--- config.mk ---
export PLATFORM = sky130hd
export DESIGN_NAME = apa102_rx
export DESIGN_NICKNAME = d
export VERILOG_FILES = /design/src/rtl/apa102_pkg.sv /design/src/rtl/apa102_sampler.sv /design/src/rtl/apa102_rx.sv
export SDC_FILE = /design/constraint.sdc
export NUM_CORES = 1
export LEC_CHECK = 0
export CORE_ASPECT_RATIO = 1.5
export CORE_UTILIZATION = 44
export CTS_CLUSTER_DIAMETER = 50
export DETAILED_ROUTE_END_ITERATION = 8
export GPL_TIMING_DRIVEN = 0
export PLACE_DENSITY_LB_ADDON = 0.1
export SKIP_CTS_REPAIR_TIMING = 1
export SLEW_MARGIN = 25
export SYNTH_ARGS = -nofsm -noshare
export SYNTH_HDL_FRONTEND = slang
export SYNTH_SLANG_ARGS = --single-unit
export TNS_END_PERCENT = 30
--- constraint.sdc ---
create_clock -name clk -period 5.55 [get_ports clk]
set_input_delay 0.555 -clock clk [delete_from_list [all_inputs] [get_ports clk]]
set_output_delay 0.555 -clock clk [all_outputs]
set_load 0.05 [all_outputs]
--- src/rtl/apa102_pkg.sv ---
// ============================================================================
// apa102_pkg : shared constants and state encoding for the APA102 receiver
// Rev 1.0
// ============================================================================
`default_nettype none

package apa102_pkg;

    localparam int         WORD_BITS  = 32;
    localparam logic [2:0] HDR        = 3'b111;

    localparam int         HDR_MSB    = 31;
    localparam int         BRIGHT_MSB = 28;
    localparam int         BLUE_MSB   = 23;
    localparam int         GREEN_MSB  = 15;
    localparam int         RED_MSB    = 7;

    // Zero-run counter must be able to hold WORD_BITS itself (saturating value)
    localparam int         RUN_W      = $clog2(WORD_BITS + 1);

    typedef logic [1:0] state_t;
    localparam logic [1:0] HUNT  = 2'd0;
    localparam logic [1:0] PIXEL = 2'd1;
    localparam logic [1:0] TRAIL = 2'd2;

endpackage

`default_nettype wire

--- src/rtl/apa102_sampler.sv ---
// ============================================================================
// apa102_sampler : strip-line synchronisers, falling-edge strobe, word shifter
// Rev 1.0
// ============================================================================
`default_nettype none

module apa102_sampler
    import apa102_pkg::*;
#(
    parameter int TIMEOUT = 4096
) (
    input  logic                 clk,
    input  logic                 reset,
    input  logic                 led_clk,
    input  logic                 led_data,
    input  logic                 align,
    input  logic                 clear_run,
    output logic [WORD_BITS-1:0] word,
    output logic                 word_valid,
    output logic [RUN_W-1:0]     zero_run,
    output logic                 timeout
);

    localparam int TMR_W = $clog2(TIMEOUT + 1);

    logic [2:0]       clk_sync;
    logic [1:0]       data_sync;
    logic [4:0]       bit_cnt;
    logic [TMR_W-1:0] idle_cnt;
    logic             strobe;
    logic             bit_in;

    // clk_sync[2] is the previous synchronised level, used only for edge detection
    assign strobe = clk_sync[2] & ~clk_sync[1];
    assign bit_in = data_sync[1];

    always_ff @(posedge clk or negedge reset) begin
        if (!reset) begin
            clk_sync   <= '0;
            data_sync  <= '0;
            word       <= '0;
            bit_cnt    <= '0;
            idle_cnt   <= '0;
            word_valid <= 1'b0;
            timeout    <= 1'b0;
        end else begin
            clk_sync   <= {clk_sync[1:0], led_clk};
            data_sync  <= {data_sync[0], led_data};
            word_valid <= 1'b0;
            timeout    <= 1'b0;
            if (align) begin
                word     <= '0;
                bit_cnt  <= '0;
                idle_cnt <= '0;
            end else if (strobe) begin
                word       <= {word[WORD_BITS-2:0], bit_in};
                bit_cnt    <= bit_cnt + 5'd1;
                word_valid <= (bit_cnt == 5'(WORD_BITS - 1));
                idle_cnt   <= '0;
            end else if (bit_cnt != 5'd0) begin
                if (idle_cnt == TMR_W'(TIMEOUT - 1)) begin
                    timeout  <= 1'b1;
                    word     <= '0;
                    bit_cnt  <= '0;
                    idle_cnt <= '0;
                end else begin
                    idle_cnt <= idle_cnt + TMR_W'(1);
                end
            end else begin
                idle_cnt <= '0;
            end
        end
    end

    always_ff @(posedge clk or negedge reset) begin
        if (!reset) begin
            zero_run <= '0;
        end else if (clear_run) begin
            zero_run <= '0;
        end else if (strobe) begin
            if (bit_in)
                zero_run <= '0;
            else if (zero_run != RUN_W'(WORD_BITS))
                zero_run <= zero_run + RUN_W'(1);
        end
    end

endmodule

`default_nettype wire

--- src/rtl/apa102_rx.sv ---
// ============================================================================
// apa102_rx : APA102 strip receiver - framing FSM and decoded pixel outputs
// Rev 1.0
// ============================================================================
`default_nettype none

module apa102_rx
    import apa102_pkg::*;
#(
    parameter int NUM_LEDS = 64,
    parameter int IDX_W    = 6,
    parameter int TIMEOUT  = 4096
) (
    input  logic             clk,
    input  logic             reset,
    input  logic             led_clk,
    input  logic             led_data,
    output logic             pix_valid,
    output logic [IDX_W-1:0] pix_index,
    output logic [4:0]       pix_bright,
    output logic [7:0]       pix_blue,
    output logic [7:0]       pix_green,
    output logic [7:0]       pix_red,
    output logic             frame_start,
    output logic             frame_done,
    output logic             frame_err
);

    logic [WORD_BITS-1:0] word;
    logic                 word_valid;
    logic [RUN_W-1:0]     zero_run;
    logic                 timeout;
    logic                 align;
    logic                 clear_run;

    state_t               state, state_nx;
    logic [IDX_W-1:0]     idx, idx_nx;
    logic                 valid_nx, start_nx, done_nx, err_nx;

    apa102_sampler #(
        .TIMEOUT (TIMEOUT)
    ) u_sampler (
        .clk        (clk),
        .reset      (reset),
        .led_clk    (led_clk),
        .led_data   (led_data),
        .align      (align),
        .clear_run  (clear_run),
        .word       (word),
        .word_valid (word_valid),
        .zero_run   (zero_run),
        .timeout    (timeout)
    );

    // Every entry to HUNT or TRAIL restarts the zero run so stale trailing
    // zeros of a data word can never complete a start/end frame early.
    always_comb begin
        state_nx  = state;
        idx_nx    = idx;
        err_nx    = frame_err;
        valid_nx  = 1'b0;
        start_nx  = 1'b0;
        done_nx   = 1'b0;
        align     = 1'b0;
        clear_run = 1'b0;
        if (timeout) begin
            if (state == PIXEL)
                err_nx = 1'b1;
            state_nx  = HUNT;
            clear_run = 1'b1;
        end else begin
            case (state)
                HUNT, TRAIL: begin
                    if (zero_run == RUN_W'(WORD_BITS)) begin
                        clear_run = 1'b1;
                        if (state == HUNT) begin
                            start_nx = 1'b1;
                            idx_nx   = '0;
                            err_nx   = 1'b0;
                            align    = 1'b1;
                            state_nx = PIXEL;
                        end else begin
                            state_nx = HUNT;
                        end
                    end
                end
                PIXEL: begin
                    if (word_valid) begin
                        if (word[HDR_MSB -: 3] == HDR) begin
                            valid_nx = 1'b1;
                            if (idx == IDX_W'(NUM_LEDS - 1)) begin
                                done_nx   = 1'b1;
                                state_nx  = TRAIL;
                                clear_run = 1'b1;
                            end else begin
                                idx_nx = idx + IDX_W'(1);
                            end
                        end else if (word == '0) begin
                            start_nx = 1'b1;
                            idx_nx   = '0;
                            err_nx   = 1'b0;
                        end else begin
                            err_nx    = 1'b1;
                            state_nx  = HUNT;
                            clear_run = 1'b1;
                        end
                    end
                end
                default: begin
                    state_nx  = HUNT;
                    clear_run = 1'b1;
                end
            endcase
        end
    end

    always_ff @(posedge clk or negedge reset) begin
        if (!reset) begin
            state       <= HUNT;
            idx         <= '0;
            pix_valid   <= 1'b0;
            pix_index   <= '0;
            pix_bright  <= '0;
            pix_blue    <= '0;
            pix_green   <= '0;
            pix_red     <= '0;
            frame_start <= 1'b0;
            frame_done  <= 1'b0;
            frame_err   <= 1'b0;
        end else begin
            state       <= state_nx;
            idx         <= idx_nx;
            pix_valid   <= valid_nx;
            frame_start <= start_nx;
            frame_done  <= done_nx;
            frame_err   <= err_nx;
            if (valid_nx) begin
                pix_index  <= idx;
                pix_bright <= word[BRIGHT_MSB -: 5];
                pix_blue   <= word[BLUE_MSB -: 8];
                pix_green  <= word[GREEN_MSB -: 8];
                pix_red    <= word[RED_MSB -: 8];
            end
        end
    end

endmodule

`default_nettype wire

== After elaboration in Yosys (flattened, before gate mapping) ==
Index checks and enable logic that the tools add are counted.

* $add $sub $neg: 4
* Bitwise logic cells: 3
* Equality and inequality tests: 20
* Reduce and logical (&&, ||, !) cells: 14
* Muxes and demuxes: 68

{| class="wikitable"
|+ Operator list
! cell !! number
|-
| $mux 32 || 4
|-
| $mux 6 || 10
|-
| $mux 13 || 4
|-
| $mux 1 || 35
|-
| $logic_not 32->1 || 1
|-
| $mux 5 || 4
|-
| $add 13x1->13 const B || 1
|-
| $eq 13x12->1 const B || 1
|-
| $add 6x1->6 const B || 2
|-
| $eq 6x6->1 const B || 2
|-
| $mux 2 || 6
|-
| $pmux 6 s2 || 1
|-
| $ne 3x2->1 const B || 3
|-
| $reduce_bool 3->1 || 3
|-
| $reduce_and 7->1 || 1
|-
| $ne 2x2->1 const B || 3
|-
| $ne 3x1->1 const B || 2
|-
| $ne 6x6->1 const B || 1
|-
| $pmux 1 s2 || 3
|-
| $reduce_and 6->1 || 1
|-
| $add 5x1->5 const B || 1
|-
| $eq 5x5->1 const B || 1
|-
| $reduce_bool 5->1 || 1
|-
| $ne 4x2->1 const B || 1
|-
| 14 further kinds || 17
|}

* Flip-flop bits (word level): 110

== Logic depth before layout (Yosys ltp) ==
Gate-level depths: netlist of the first run.

* Word-level depth: 8
* Gate-level depth with buffers: 8
* Mapped depth without buffers: 7

== By module ==
From an unflattened synthesis of the first run, not the netlist that was laid out.

* Cell total of the unflattened synthesis: 376
* Area, all modules: 4956.0 um2

{| class="wikitable"
|+ By module, submodules not included
! module !! instances !! area an instance (um2) !! seq. area each (um2) !! cells each
|-
| apa102_sampler || 1 || 2725.1 || 1576.5 || 220
|-
| apa102_rx || 1 || 2230.9 || 1176.1 || 156
|}

== Worst setup path after synthesis of the first run ==
No wires, ideal clock.

* Kind: register -> register
* From: register u_sampler.word[30]
* To: register idx[0]
* Cell stages (with the launch flop): 6
* Required time: 5423 ps
* Library setup time: 127 ps
* Path slack: 3676 ps
* Arrival time: 1746 ps
* Clock period less this slack: 1874 ps
* Path through: dfrtp_1 nor4_1 nand4_1 o211ai_1 and3_4 mux2_1

* Longest elaborated chain between the ends: 4
* Elaborated cells on any way between the ends: 8
* Those cells by class: eq/ne: 3; mux: 3; reduce/logical: 2

{| class="wikitable"
|+ RTL lines
! element !! RTL line !! source
|-
| start, declared || apa102_sampler.sv:18 || <nowiki>output logic [WORD_BITS-1:0] word,</nowiki>
|-
| start signal, assigned || apa102_sampler.sv:56 || <nowiki>word <= {word[WORD_BITS-2:0], bit_in};</nowiki>
|-
| parallel branches: the longest is 4 deep, another holds $logic_not 32->1 || n/a ||
|-
| end signal, assigned || apa102_rx.sv:132 || <nowiki>idx <= idx_nx;</nowiki>
|-
| end, declared || apa102_rx.sv:37 || <nowiki>logic [IDX_W-1:0] idx, idx_nx;</nowiki>
|}

Several ways; the timed one is not identified. The select of a mux whose other input is x is not followed.
A chain may end at the register's enable or synchronous reset.

== Final worst setup path of the first run ==
* From: register u_sampler.word[23]
* To: register idx[0]

* Longest elaborated chain between the ends: 3

{| class="wikitable"
|+ RTL lines
! element !! RTL line !! source
|-
| $logic_not 32->1 || apa102_rx.sv:98 || <nowiki>end else if (word == '0) begin</nowiki>
|-
| $ne 3x1->1 (no line) || n/a ||
|-
| $reduce_and 7->1 (no line) || n/a ||
|}

No other way between the ends.

==> reports/metrics.csv, run 1 <==
stage;metric;value;unit
status;status;complete, no violations;
synthesis;yosys.area.top_type;dfrtp_1;
synthesis;synth_fp_nets;376;
floorplanning;die_w;85.9;microns
clock_tree;clk_latency;0.34;ns
timing;tightestPinTransition;0.744;ns
routing;dr.pass1.iters;4;
power_and_ir_drop;power;1.71;mW
timing;hold_viol_final;0;
layout;instances_no_fill;565;
clock_tree;cts.clk_slew.worst_paths;0.07;ns
place;hpwl;6090;microns
clock_tree;root_buffer;clkbuf_16;
synthesis;yosys-top-cells-area;dfrtp_1 59%, mux2_2 7.5%, a22o_1 6.8%;
routing;num_vias;3042;
global_route;grt_pass1_vias;3215;
timing;fin_crit;2.34;ns
routing;wl_per_cell;15.8;microns
power_and_ir_drop;irDropWorstVdd;0.181;mV
worst_setup_path;crit_type;flop to flop;
global_route;grt_overflow;0;
clock_tree;numCtsBuffers;9;
routing;drtAntennaViolNets;0;
layout;syn_to_final_growth;19.9;%
floorplanning;rows;45;
synthesis;synth.top_cell.area_share;59.2;%
synthesis;seq_area_frac_synth;59.2;%
global_route;grtUsageTotal;18.0;%
routing;drc_errors;0;
floorplanning;die_h;128;microns
synthesis;synth_flop_cell;dfrtp_1;
clock_tree;clockBufferDepth;2;
worst_setup_path;start_kind;flop;
worst_setup_path;crit_path_end_kind;flop;
layout;nets;430;
synthesis;avgSynthCellArea;12.7;sq um
global_route;grt_max_degree;58;
routing;via_per_inst;5.38;
timing;setup_viol_count_final;0;
worst_setup_path;reg2reg_slack;3.21;ns
floorplanning;io_pins;43;
timing;fin_crit_sh;42.2;%
floorplanning;core_area;10200;sq um
worst_setup_path;r2r-start;u_sampler.word[23]$_DFFE_PN0P_;
place;dp_cells;549;
synthesis;synth_edf_count;0;
worst_setup_path;r2r-end;idx[0]$_DFFE_PN0P_;
timing;fmax;0.427;GHz
timing;relSlewSlack;50.4;%
global_route;antenna_found_initial;0;
worst_setup_path;crit_arrival;2.57;ns
place;finalWeightedCongestion;0.742;
synthesis;ys_warn_count;0;
synthesis;syn-cell-area;4650;sq um
clock_tree;cts_tree;built;
layout;diodes;0;
worst_hold_path;hold_class;primary input to asynchronous set/reset pin;
routing;drtIter0Drc;167;
power_and_ir_drop;p_leak;2.60;nW
layout;nFillCells;889;
place;io_buffers;42;
worst_setup_path;critical_path.endpoint;idx[0]$_DFFE_PN0P_;
synthesis;async_flop_share;100;%
worst_setup_path;path_max_fanout;7;
timing;clock_skew;0.00780;ns
worst_setup_path;critPathLaunch;u_sampler.word[23]$_DFFE_PN0P_;
layout;drive_gt1_share;16.5;%
routing;wirelength;8950;microns
layout;utilization;54.7;%
clock_tree;htreeDepth;3;
worst_setup_path;r2r_cells;5;
timing;slew_viol_final;0;
timing;rsz0062_at_grt;no;
clock_tree;cts_sinks;110;
synthesis;synth_seq_cells;110;
synthesis;synth_cells;365;
worst_setup_path;worstPathRequired;5.78;ns
global_route;grt_pass1_wl;15500;microns
floorplanning;die_area;11000;sq um
flow_run;cap_violations;0;
synthesis;synthDistinctLibCells;45;
power_and_ir_drop;powerDensity;307;nW/um^2
floorplanning;initial_core_util;45.6;%
## report_power, final
part | leakage (nW) | switching (mW) | internal (mW)
clock network | 0.134 | 0.292 | 0.351
logic | 0.960 | 0.0904 | 0.0736
registers | 1.50 | 0.0550 | 0.851
## cells in the final DEF (no fill, tap or decap), drive strengths merged, types with 6 or more instances in the layout
cell           instances
buf                   16
a21oi                  9
and3                   9
nand4                  7
a22o                  36
clkdlybuf4s50         41
nand2                 13
nor2                  25
xor2                   6
dfrtp                110
nor4                   8
clkbuf                10
o21ai                  6
ha                     7
nand3                 13
mux2                  38
inv                   11
## worst min path at each step
stage | from | end
CTS | reset | u_sampler.zero_run[3]$_DFFE_PN0P_
global placement | u_sampler.clk_sync[0]$_DFF_PN0_ | u_sampler.clk_sync[1]$_DFF_PN0_
floorplan | reset | frame_done$_DFF_PN0_
detailed placement | u_sampler.clk_sync[0]$_DFF_PN0_ | u_sampler.clk_sync[1]$_DFF_PN0_
finish | reset | u_sampler.zero_run[3]$_DFFE_PN0P_
global route | reset | u_sampler.zero_run[3]$_DFFE_PN0P_
## metrics by stage
| stage | worst slack [ns] | area (sq um) | TNS (ns) | hold WS (ns) |
|---|---|---|---|---|
| 2_1_floorplan | 3.68 | 4650 | 0 | 0.259 |
| 3_3_place_gp | -0.277 | 5250 | -29.31 | 0.334 |
| 3_5_place_dp | 3.21 | 5270 | 0 | 0.337 |
| 4_1_cts | 3.20 | 5570 | 0 | 0.185 |
| 5_1_grt | 3.07 | 5570 | 0 | 0.201 |
| 6_report | 3.21 | 5570 | 0 | 0.170 |
## kinds of logic after synthesis
| family | Yosys count | share of synthesized area [%] |
|---|---|---|
| adders and majority gates | 7 | 1.88 |
| DFF | 110 | 59.2 |
| xor gates and xnor gates | 11 | 2.07 |
| buffers and inverters | 25 | 3.31 |
| and+or+nand+nor | 100 | 11.9 |
| muxes | 39 | 9.42 |
| AOI/OAI and AO/OA | 73 | 12.2 |
## critical path: stages (launching register included)
cell and delay [ns]:
dfrtp_1 0.42, nor4_1 0.41, nand4_1 0.23, o211ai_1 0.54, and3_4 0.31, mux2_1 0.32
## registers in the layout (all words and copies together), names as in the netlist, 5 cells and up
signal,count
idx,6
pix_blue,8
pix_bright,5
pix_green,8
pix_index,6
pix_red,8
u_sampler.bit_cnt,5
u_sampler.idle_cnt,13
u_sampler.word,32
u_sampler.zero_run,6
## cells in the mapped netlist (2+ instances only)
library cell,instances
a21oi_1,9
a22o_1,36
a22oi_1,2
a31oi_1,5
a41oi_1,2
and2_1,3
and3_1,8
and4_1,3
buf_2,6
buf_4,2
buf_6,6
dfrtp_1,110
ha_1,7
inv_1,10
mux2_1,7
mux2_2,31
nand2_1,13
nand2b_1,5
nand3_1,13
nand4_1,7
nor2_1,25
nor2b_1,4
nor3_1,5
nor4_1,8
o2111ai_1,2
o211ai_1,2
o21a_1,2
o21ai_0,6
xnor2_1,5
xor2_1,6
## final cells by class
type,instances,area [sq um],area share [%]
buffer,15,116,2.09
clock buffer,9,225,4.04
clock inverter,7,73.8,1.32
inverter,10,37.5,0.674
multi-input combinational,230,1740,31.3
sequential,110,2750,49.4
tap,141,176,3.17
timing repair buffer,43,449,8.06
## metal layers
layer / global-route usage, % / share of wire, %
met1: 22.0 / 44
met2: 30.6 / 52
met3: 4.06 / 2.5
met4: 7.55 / 1.1
met5: 0 / 0
(Power assumes the default switching activity.)
==> run 2: changes to the inputs <==
==> constraint.sdc (replaced) <==
create_clock -name clk -period 2 [get_ports clk]
set_input_delay 0.2 -clock clk [delete_from_list [all_inputs] [get_ports clk]]
set_output_delay 0.2 -clock clk [all_outputs]
set_load 0.05 [all_outputs]
==> reports/metrics.csv, run 2 (synthesis gave the netlist of run 1 again) <==
stage;metric;value;unit
timing;hold_viol_final;0;
routing;wl_per_cell;15.8;microns
clock_tree;cts_sinks;110;
worst_hold_path;hold_class;primary input to flop;
layout;syn_to_final_growth;27.6;%
floorplanning;die_h;128;microns
place;dpl-instance-area;5270;sq um
power_and_ir_drop;p_leak;2.77;nW
layout;diodes;0;
timing;fin_crit_sh;99.2;%
clock_tree;numCtsBuffers;9;
routing;num_vias;3213;
timing;slew_viol_final;0;
routing;wirelength;9390;microns
layout;top_register;u_sampler.word;
routing;dr.pass1.iters;4;
clock_tree;htreeDepth;3;
worst_hold_path;hp-start;led_data;
layout;final_cell_mix;107 x dfrtp_1, 41 x clkdlybuf4s50_1, 35 x a22o_1, 31 x mux2_2, 30 x buf_4;
timing;rsz0062_at_grt;yes;
worst_setup_path;start_kind;flop;
global_route;grt_pass1_wl;15500;microns
floorplanning;initial_core_util;45.6;%
timing;setup_viol_count_final;0;
worst_setup_path;crit_type;flop to flop;
worst_hold_path;hold_path_end;u_sampler.data_sync[0]$_DFF_PN0_;
floorplanning;die_w;85.9;microns
worst_hold_path;hold_path_depth;1;
global_route;grtUsageTotal;18.0;%
power_and_ir_drop;power;4.90;mW
routing;drtIter0Drc;151;
power_and_ir_drop;irDropWorstVdd;0.505;mV
worst_setup_path;critPathMaxStageDelay;0.44;ns
worst_setup_path;crit_path_end_kind;flop;
power_and_ir_drop;powerDensity;826;nW/um^2
floorplanning;die_area;11000;sq um
global_route;antenna_found_initial;0;
floorplanning;core_area;10200;sq um
floorplanning;rows;45;
layout;nFillCells;854;
worst_setup_path;crit_chain;nor4_4 -> nand4_1 -> o211ai_1 -> buf_4 -> and3_4 -> mux2_4;
clock_tree;root_buffer;clkbuf_16;
timing;clock_skew;0.00878;ns
worst_setup_path;worstPathRequired;2.23;ns
clock_tree;clk_latency;0.34;ns
place;finalWeightedCongestion;0.742;
floorplanning;io_pins;43;
worst_setup_path;reg2reg_slack;0.02;ns
routing;drtAntennaViolNets;0;
status;status;complete, no violations;
routing;via_per_inst;5.40;
layout;final_area;5930;sq um
worst_setup_path;r2r-start;u_sampler.word[11]$_DFFE_PN0P_;
worst_setup_path;r2r-end;idx[0]$_DFFE_PN0P_;
worst_setup_path;r2r_cells;6;
timing;fmax;0.504;GHz
clock_tree;cts_tree;built;
layout;final_common_cell;dfrtp_1;
global_route;grt_max_degree;58;
clock_tree;cts.clk_slew.worst_paths;0.07;ns
timing;tightestPinTransition;0.515;ns
place;io_buffers;42;
timing;fin_crit;1.98;ns
timing;holdWs;0.295;ns
layout;top_regs;u_sampler.word (32), u_sampler.idle_cnt (13);
layout;drive_gt1_share;26.4;%
layout;largest_register_ffs;32;
worst_setup_path;path_max_fanout;5;
worst_setup_path;worst_path_max_delay_cell;dfrtp_2;
flow_run;cap_violations;0;
worst_setup_path;crit_arrival;2.21;ns
global_route;grt_pass1_vias;3215;
clock_tree;clockBufferDepth;2;
layout;nets;460;
timing;relSlewSlack;65.7;%
global_route;grt_overflow;0;
place;hpwl;6090;microns
routing;drc_errors;0;
==> run 2: per-layer routing <==
metal / track usage [%] / routed length, microns / share of wire, % / vias up
li1: - / - / - / 1520
met1: 22.0 / 4100 / 44 / 1627
met2: 30.6 / 4890 / 52 / 55
met3: 4.06 / 252 / 2.7 / 11
met4: 7.55 / 142 / 1.5 / 0
met5: 0 / 0 / 0 / -
==> run 2: worst max-delay path, delay by kind of cell (launching register included) <==
family                 cells  cell delay [ns]
AOI/OAI and AO/OA          1             0.24
and+or+nand+nor            3             0.71
muxes                      1             0.30
buffers and inverters      1             0.17
DFF                        1             0.44
==> run 2: worst max path at each step <==
stage / startpoint / endpoint / slack [ns] / depth (start not counted)
6_report: u_sampler.word[11]$_DFFE_PN0P_ / idx[0]$_DFFE_PN0P_ / 0.02 / 6
2_1_floorplan: u_sampler.word[30]$_DFFE_PN0P_ / idx[0]$_DFFE_PN0P_ / 0.13 / 5
4_1_cts: u_sampler.word[7]$_DFFE_PN0P_ / idx[0]$_DFFE_PN0P_ / -0.35 / 5
3_3_place_gp: reset / pix_blue[0]$_DFFE_PN0P_ / -3.47 / 1
3_5_place_dp: u_sampler.word[7]$_DFFE_PN0P_ / idx[0]$_DFFE_PN0P_ / -0.34 / 5
5_1_grt: u_sampler.word[11]$_DFFE_PN0P_ / idx[0]$_DFFE_PN0P_ / -0.05 / 6
==> run 2: final cells by class <==
cell class,instances,area (sq um),share of cell area (%)
Sequential cell,110,2760,46.5
Multi-Input combinational cell,230,1860,31.3
Timing Repair Buffer,73,677,11.4
Clock buffer,9,225,3.80
Tap cell,141,176,2.98
Buffer,15,126,2.13
Clock inverter,7,73.8,1.24
Inverter,10,37.5,0.633
==> run 2: where the power goes <==
group / internal (mW) / total (mW) / switching, mW
Sequential: 2.36 / 2.52 / 0.161
Combinational: 0.306 / 0.591 / 0.285
Clock: 0.973 / 1.78 / 0.810
==> run 2: metrics by stage <==
stage	utilization [%]	setup slack [ns]	TNS [ns]	std cells
finish	58.2	0.0168	0	595
global route	58.2	-0.0535	-0.104	595
CTS	54.7	-0.353	-7.32	565
detailed placement	51.7	-0.343	-6.50	549
global placement	51.5	-3.47	-385.57	548
floorplan	-	0.126	0	365
==> run 3: changes to the inputs <==
--- a/config.mk
+++ b/config.mk
@@ -10,7 +10,9 @@
 export CTS_CLUSTER_DIAMETER = 50
 export DETAILED_ROUTE_END_ITERATION = 8
 export GPL_TIMING_DRIVEN = 0
+export HOLD_SLACK_MARGIN = 0.02
 export PLACE_DENSITY_LB_ADDON = 0.1
+export RECOVER_POWER = 100
 export SKIP_CTS_REPAIR_TIMING = 1
 export SLEW_MARGIN = 25
 export SYNTH_ARGS = -nofsm -noshare
==> reports/metrics.csv, run 3 (synthesis gave the netlist of run 1 again) <==
stage;metric;value;unit
power_and_ir_drop;power;4.89;mW
clock_tree;cts_tree;built;
timing;rsz0062_at_grt;yes;
routing;wirelength;9380;microns
status;status;complete, no violations;
global_route;grt_pass1_vias;3215;
layout;largest_register_ffs;32;
timing;fin_crit;1.98;ns
global_route;antenna_found_initial;0;
layout;diodes;0;
floorplanning;core_area;10200;sq um
clock_tree;cts_sinks;110;
timing;holdWs;0.351;ns
place;finalWeightedCongestion;0.742;
routing;via_per_inst;5.40;
worst_setup_path;start_kind;flop;
clock_tree;cts.clk_slew.worst_paths;0.07;ns
global_route;grt_overflow;0;
floorplanning;initial_core_util;45.6;%
timing;slew_viol_final;0;
global_route;grtUsageTotal;18.0;%
routing;drtIter0Drc;151;
global_route;grt_max_degree;58;
clock_tree;numCtsBuffers;9;
floorplanning;die_area;11000;sq um
timing;fin_crit_sh;99.2;%
power_and_ir_drop;irDropWorstVdd;0.505;mV
timing;tightestPinTransition;1.41;ns
worst_setup_path;crit_arrival;2.21;ns
worst_setup_path;crit_type;flop to flop;
place;hpwl;6090;microns
timing;hold_viol_final;0;
layout;utilization;58.1;%
timing;setup_viol_count_final;0;
routing;num_vias;3212;
timing;clock_skew;0.00878;ns
worst_setup_path;path_max_fanout;5;
timing;relSlewSlack;6.20;%
global_route;grt_pass1_wl;15500;microns
layout;top_regs;u_sampler.word (32), u_sampler.idle_cnt (13);
routing;dr.pass1.iters;4;
floorplanning;rows;45;
floorplanning;die_w;85.9;microns
layout;top_register;u_sampler.word;
worst_setup_path;crit_path_end_kind;flop;
worst_setup_path;worstPathRequired;2.23;ns
layout;syn_to_final_growth;27.4;%
worst_hold_path;hold_class;flop to flop;
layout;nets;460;
routing;wl_per_cell;15.8;microns
flow_run;cap_violations;0;
layout;nFillCells;854;
routing;drc_errors;0;
routing;drtAntennaViolNets;0;
clock_tree;clk_latency;0.34;ns
clock_tree;clockBufferDepth;2;
layout;final_common_cell;dfrtp_1;
floorplanning;io_pins;43;
timing;fmax;0.504;GHz
layout;drive_gt1_share;26.2;%
floorplanning;die_h;128;microns
layout;final_cell_mix;107 x dfrtp_1, 42 x dlygate4sd3_1, 35 x a22o_1, 31 x mux2_2, 30 x buf_4;
clock_tree;htreeDepth;3;
power_and_ir_drop;powerDensity;826;nW/um^2
place;io_buffers;42;
power_and_ir_drop;p_leak;2.91;nW
clock_tree;root_buffer;clkbuf_16;
[run 3: cell count changes in the layout (fill, tap and decap cells not counted), sizes merged]
cell,change
dlygate4sd3,+41
clkdlybuf4s50,-41
clkbuf,+1
buf,-1
[run 3: stage by stage]
step,area (sq um),TNS (ns),instances,worst slack (ns)
floorplan,4650,0,365,0.126
global route,5920,-0.140,595,-0.0535
global placement,5250,-385.57,548,-3.47
detailed placement,5270,-6.50,549,-0.343
finish,5920,0,595,0.0165
CTS,5570,-7.32,565,-0.353
[run 3: worst paths after layout]
kind | cells past startpoint | to | startpoint | slack, ns
max | 6 | idx[0]$_DFFE_PN0P_ | u_sampler.word[11]$_DFFE_PN0P_ | 0.02
min | 0 | u_sampler.clk_sync[1]$_DFF_PN0_ | u_sampler.clk_sync[0]$_DFF_PN0_ | 0.35
max reg2reg | 6 | idx[0]$_DFFE_PN0P_ | u_sampler.word[11]$_DFFE_PN0P_ | 0.02
min reg2reg | 0 | u_sampler.clk_sync[1]$_DFF_PN0_ | u_sampler.clk_sync[0]$_DFF_PN0_ | 0.35
max in group asynchronous | 2 | u_sampler.word[6]$_DFFE_PN0P_ | reset | 0.35
min in group asynchronous | 2 | u_sampler.zero_run[3]$_DFFE_PN0P_ | reset | 0.73
[run 3: report_power, final]
group / total [mW] / switching [mW] / internal, mW
clock network: 1.78 / 0.809 / 0.973
logic: 0.586 / 0.285 / 0.301
registers: 2.52 / 0.161 / 2.36
[run 3: worst max-delay path, stage by stage (launching register included)]
cell and delay [ns]:
dfrtp_2 0.44, nor4_4 0.28, nand4_1 0.22, o211ai_1 0.24, buf_4 0.17, and3_4 0.21
mux2_4 0.30
[run 3: layout make-up]
cell class              count  area, sq um  area share (%)
plain buffers              15          126            2.13
clock buffers               9          225            3.80
clock inverters             7         73.8            1.25
inverters                  10         37.5           0.634
multi-input cells         230         1850            31.3
flip-flops and latches    110         2760            46.6
well taps                 141          176            2.98
repair buffers             73          671            11.3
[run 3: layer usage]
| layer | vias up | routed length (microns) | part of all wire [%] | GRT usage (%) |
|---|---|---|---|---|
| met5 | - | 0 | 0 | 0 |
| met3 | 11 | 232 | 2.5 | 4.06 |
| met2 | 50 | 4900 | 52 | 30.6 |
| met4 | 0 | 142 | 1.5 | 7.55 |
| met1 | 1631 | 4110 | 44 | 22.0 |
| li1 | 1520 | - | - | - |
